<file path="src/rtl/mux_select_arbiter.sv">
// Four-way round-robin arbiter for a shared 32-bit 4:1 mux/resource pair.
// Grants are held until DONE, requester withdrawal or the MAX_HOLD limit, then a one-cycle turnaround.
module mux_select_arbiter #(
  parameter int unsigned MAX_HOLD = 16
) (
  input  logic       CLK,
  input  logic       RST,
  input  logic [3:0] REQ,
  input  logic       DONE,
  output logic [1:0] SEL,
  output logic [3:0] GNT,
  output logic       VALID,
  output logic       TIMEOUT
);

  localparam int unsigned CW = $clog2(MAX_HOLD) + 1;
  localparam logic [CW-1:0] HOLD_LAST = CW'(MAX_HOLD - 1);

  typedef enum logic [1:0] {
    S_IDLE,
    S_GRANT,
    S_RELEASE
  } state_e;

  state_e        state_q;
  logic [1:0]    sel_q;
  logic [1:0]    last_q;
  logic [3:0]    gnt_q;
  logic          valid_q;
  logic          timeout_q;
  logic [CW-1:0] cnt_q;

  logic          win_valid;
  logic [1:0]    win_idx;
  logic          rel_normal;
  logic          rel_limit;

  // Scan from farthest to nearest offset so the nearest requester after last_q wins.
  always_comb begin
    win_valid = 1'b0;
    win_idx   = last_q;
    for (int unsigned i = 4; i >= 1; i--) begin
      if (REQ[last_q + 2'(i)]) begin
        win_valid = 1'b1;
        win_idx   = last_q + 2'(i);
      end
    end
  end

  always_comb begin
    rel_normal = DONE || !REQ[sel_q];
    rel_limit  = !rel_normal && (cnt_q == HOLD_LAST);
  end

  always_ff @(posedge CLK) begin
    if (RST) begin
      state_q   <= S_IDLE;
      sel_q     <= 2'b00;
      last_q    <= 2'd3;
      gnt_q     <= '0;
      valid_q   <= 1'b0;
      timeout_q <= 1'b0;
      cnt_q     <= '0;
    end else begin
      timeout_q <= 1'b0;
      case (state_q)
        S_IDLE: begin
          if (win_valid) begin
            sel_q   <= win_idx;
            gnt_q   <= 4'b0001 << win_idx;
            valid_q <= 1'b1;
            cnt_q   <= '0;
            state_q <= S_GRANT;
          end
        end
        S_GRANT: begin
          if (cnt_q != '1) begin
            cnt_q <= cnt_q + 1'b1;
          end
          // last_q is captured on entry to RELEASE; SEL is frozen there so the value is identical.
          if (rel_normal || rel_limit) begin
            gnt_q     <= '0;
            valid_q   <= 1'b0;
            last_q    <= sel_q;
            timeout_q <= rel_limit;
            state_q   <= S_RELEASE;
          end
        end
        S_RELEASE: begin
          state_q <= S_IDLE;
        end
        default: begin
          state_q <= S_IDLE;
          gnt_q   <= '0;
          valid_q <= 1'b0;
        end
      endcase
    end
  end

  assign SEL     = sel_q;
  assign GNT     = gnt_q;
  assign VALID   = valid_q;
  assign TIMEOUT = timeout_q;

  a_gnt_onehot0: assert property (@(posedge CLK) $onehot0(GNT));
  a_valid_gnt:   assert property (@(posedge CLK) VALID == (|GNT));
  a_sel_gnt:     assert property (@(posedge CLK) !VALID || GNT[SEL]);

endmodule

</file>
<file path="config.mk">
export PLATFORM = sky130hd
export DESIGN_NAME = mux_select_arbiter
export DESIGN_NICKNAME = d
export VERILOG_FILES = /design/src/rtl/mux_select_arbiter.sv
export SDC_FILE = /design/constraint.sdc
export NUM_CORES = 1
export LEC_CHECK = 0
export ABC_AREA = 1
export CAP_MARGIN = 15
export CORE_UTILIZATION = 55
export CTS_BUF_LIST = sky130_fd_sc_hd__clkbuf_8
export CTS_CLUSTER_DIAMETER = 80
export DETAILED_ROUTE_END_ITERATION = 10
export PLACE_DENSITY = 0.77
export SYNTH_ARGS = -nofsm -noshare
export SYNTH_HDL_FRONTEND = slang
export SYNTH_SLANG_ARGS = --single-unit
</file>
<file path="constraint.sdc">
create_clock -name CLK -period 1.6 [get_ports CLK]
set_input_delay 0.16 -clock CLK [delete_from_list [all_inputs] [get_ports CLK]]
set_output_delay 0.16 -clock CLK [all_outputs]
set_load 0.01 [all_outputs]
</file>
Yosys cells after proc, flatten, opt, wreduce, memory -nomap -nowiden
Cells that the tools add are included.
Word-level totals
  bits in registers: 17
  input bits: 7
  output and inout port bits: 8
  logic and storage cells: 69
Cells by class
  add/subtract/negate cells: 4
  order comparisons: 5
  equal/unequal tests: 7
  shift operators: 1
  multiplexer cells: 29
  bitwise gates (word level): 3
  reduce and logical (&&, ||, !) cells: 13
Operator list (number)
  $lt 2x3->1 const B: 5
  $pmux 4 s3: 1
  $mux 1: 11
  $bmux 1 s2: 5
  $mux 2: 5
  $mux 5: 2
  $pmux 5 s2: 1
  $mux 4: 2
  $ne 2x2->1 const B: 3
  $reduce_and 2->1: 3
  $reduce_and 3->1: 2
  $add 5x1->5 const B: 1
  $eq 5x4->1 const B: 1
  $ne 5x5->1 const B: 1
  $add 2x2->2 const B: 2
  $pmux 2 s2: 1
  $shl 1x2->4 const A: 1
  $not 1->1: 3
  $pmux 1 s3: 1
  $reduce_or 3->1: 1
  $add 2x1->2 const B: 1
  $eq 2x1->1 const B: 1
  $eq 2x2->1 const B: 1
  $logic_not 1->1: 2
  other kinds (4): 5

Depth between registers and ports, before layout
  depth in word-level cells: 9
  mapped depth: 11
  depth with buffers taken out: 11

Worst setup path before layout
No wires, ideal clock.
  path kind: reg-to-reg
  from: register cnt_q[0]
  to: register cnt_q[4]
  setup time: 0.128 ns
  arrival: 1.349 ns
  data required time: 1.472 ns
  path slack: 0.124 ns
  cell stages (with the launch flop): 10
  buffers on the path: 0
  clock period less this slack: 1.476 ns
  path through: dfxtp_1 -> ha_1 -> nand2_1 -> nor2_1 -> ha_1 -> or2_1 -> nand2_4 -> o21ai_1 -> o21ai_1 -> nor2_1
Between the ends
  cells in the longest elaborated chain, start to end: 3
  elaborated cells on any way between the ends: 6
  classes of those cells: add/sub (1); eq/ne (2); mux (2); reduce/logical (1)
Ends and longest elaborated chain
  start, declared: RTL line 31  | logic [CW-1:0] cnt_q;
  start signal, assigned: RTL line 78  | cnt_q <= cnt_q + 1'b1;
  $add 5x1->5 / $ne 5x5->1 (equally long branches): RTL line 78, 77
  $mux 5 / $ne 2x2->1 (equally long branches)
  $pmux 5 s2 / $reduce_and 3->1 (equally long branches)
Several ways; a longest one is shown, not always the timed one. The select of a mux whose other input is x is not followed.
A chain may end at the register's enable or synchronous reset.

Worst setup path in the final report
  from: register cnt_q[1]
  to: register cnt_q[3]
The elaborated chain is that of the path after synthesis.

==> metrics.txt <==
commonest cells in the netlist=nand2_1 (54), dfxtp_1 (17), inv_1 (17); initial antenna violation count=0; Final setup viols=0; Post-Route Skew=2.27 ps; CP bufs+invs=0; Fmax=640 MHz; Synth cell types=24; Main synth FF type=dfxtp_1; sequential share of the synthesized area=about a third; overall power=1.77 mW; critical path startpoint category=flop; CP startpoint=cnt_q[1]; TritonCTS buffer count=3; Core Area=1750 µm²; largest net degree at the start of global routing=11; Peak supply drop=0.999 mV; clock buffer depth=2; CP cell instances=ha_4 > nand2_4 > nor2_4 > ha_1 > or2_1 > nand2_4 > nand3_1 > nand2_1 > a21oi_2; register bit count reported by yosys=17; gr usage total=25.3%; Max-Cap Viols=0; fraction of registers with async set/reset=0%; hpwl dp=1.91 mm; # DRC=0; critical path class=flop to flop; gr ovfl total=0; EDFF count, synth=0; Die Ht=45.6 µm; Final period util=97.6%; clk root buf=clkbuf_8; Net Count, Synth=between 150 and 200; Yosys top cell area share=32.5%; ANT nets after route=0; Min-Delay Path Class=flop to flop; M3 GR Usage=4.76%; Clock transition at path regs=70 ps; IO Port Bufs=14; Final GP Congestion=between 0.9 and 1; Initial Util=59.9%; Rel. slew slack=80.9%; Reg2Reg Launch Point=cnt_q[1]; Reg-to-Reg End=cnt_q[3]; Tmin final=approximately 1600 ps; Worst path slowest cell=dfxtp_2; worst-margin pin slew=286 ps; hold buffers post-CTS=0; Skew-Pair Late Insertion Delay=250 ps; Hold Vio Cnt, Final=0; DR WL/cell=11.9 µm; die width=45.6 µm; DR pass1 iterations=4; TritonCTS clock tree=built; syn avg cell area=6.50 µm²; Worst path most repeated cell=nand2_4; PwrDens=1280 nW/µm²; CP max FO=9; status=finished, final reports clean; Crit path largest cell delay=between 300 and 400 ps; Cell Area, Synth=approximately 1000 µm²; Layout Utilization=79.2%; WP data arrival=1710 ps; Die ar.=2080 µm²; critical path's top delay family=simple AND/OR/NAND/NOR gates; synth top area cells=dfxtp_1 (33%), nand2_1 (19%), nand3_1 (6.7%); CP endpoint=cnt_q[3]; Slew Limit Fails=0; Leak=between 0.6 and 0.7 nW; worst hold stages=2; r2r setup slk=approximately 39 ps; worst reg2reg path depth=9; GRT met1 Usage=27.3%; Cells after Synth=161; NumNets Final=200; vias per cell=between 5 and 6; total wire length=around 2.5 mm; FP Rows=15; grt peak-use layer=met2; first-pass GRT wire length=3.73 mm; critical path capture point type=flop; I/O pin total=15; vias in the first global route=between 900 and 1000; iteration-0 DRC count of the detailed router=33; most numerous cell in the Yosys netlist=nand2_1; P&R area growth vs syn=32.2%; via count=1141; diode count=0; Worst path depth=9; GR Util met2=46.6%; Yosys warnings=0; area leader, netlist=dfxtp_1; Sink Count=17; Req. time, crit path=1750 ps; layout cells sized above 1=24.3%; # H-tree levels=1
==> through the flow <==
| stage | instance area, µm² | cells | TNS, ps | worst slack (ps) | hold WS, ps |
|---|---|---|---|---|---|
| after detailed placement | 1270 | 207 | -469 | -55.7 | 456 |
| after floorplan | 1050 | 161 | 0 | 124 | 313 |
| after global placement | 1270 | 207 | -32.7 | -17.4 | 449 |
| after CTS | 1320 | 211 | 0 | 1.83 | 465 |
| final | 1380 | 214 | 0 | 38.7 | 462 |
| after global routing | 1380 | 214 | -25.6 | -16.8 | 485 |
==> timing repair <==
action                                  in CTS  in global routing
endpoints found under the setup margin      10                 14
setup buffers                                0                  3
pin swaps                                    0                  6
resized for setup                            2                 10
==> cell families after synthesis <==
group | share of synthesized area (%)
buffers and inverters | 9.57
adder cells (fa/ha/maj) | 3.59
AO/OA/AOI/OAI | 14.2
AND/OR/NAND/NOR | 40.1
flip-flops | 32.5
==> flip-flops by register name, indices dropped and copies added (netlist names) <==
| signal | cells |
|---|---|
| TIMEOUT | 1 |
| VALID | 1 |
| last_q | 2 |
| GNT | 4 |
| SEL | 2 |
| cnt_q | 5 |
| state_q | 2 |
==> placed cells by master (no fill, tap or decap) <==
cell and count:
nor2_4 1, buf_4 12, nand3_2 2, a21oi_1 9, clkinv_2 1, nor2_2 2, inv_4 1, nor2_1 7
ha_4 2, dfxtp_2 3, ha_1 1, dfxtp_1 14, nand2_4 3, clkdlybuf4s50_1 14, nand3_1 14, nand4_1 1
nand2_1 53, nor3_1 1, o21ai_0 4, o21ai_2 2, inv_2 5, clkbuf_8 3, o211ai_1 2, and2_1 1
inv_1 16, nand2_2 6, or2_1 1, a21oi_2 3, o21ai_1 5
==> worst min path at each step <==
stage	from	endpoint	slack (ps)
floorplan	RST	last_q[0]	310
finish	VALID	VALID	460
global placement	VALID	VALID	450
global route	VALID	VALID	480
detailed placement	GNT[3]	GNT[3]	460
CTS	VALID	VALID	460
==> routing by layer <==
layer,up-vias,part of all wire (%)
li1,570,-
met1,532,42
met2,35,52
met3,4,4.9
met4,0,1.2
met5,-,0
==> report_power, final <==
group          total [mW]  internal, mW  switching [mW]
Combinational       0.861         0.365           0.496
Sequential          0.589         0.510          0.0792
Clock               0.321         0.173           0.148
==> worst register-to-register path, delay by kind of cell, from the launching register on <==
family          cells  cell delay (ps)
compound gates      1               40
flops               1              340
simple gates        6              760
fa+ha+maj           2              340
==> final cells by class <==
| type | count | area (µm²) |
|---|---|---|
| inverter | 22 | 85.1 |
| fill | 132 | 363 |
| multi-input combinational | 120 | 646 |
| tap | 25 | 31.3 |
| timing repair buffer | 26 | 230 |
| clock inverter | 1 | 5.00 |
| sequential | 17 | 344 |
| clock buffer | 3 | 41.3 |
(Power assumes the default switching activity.)
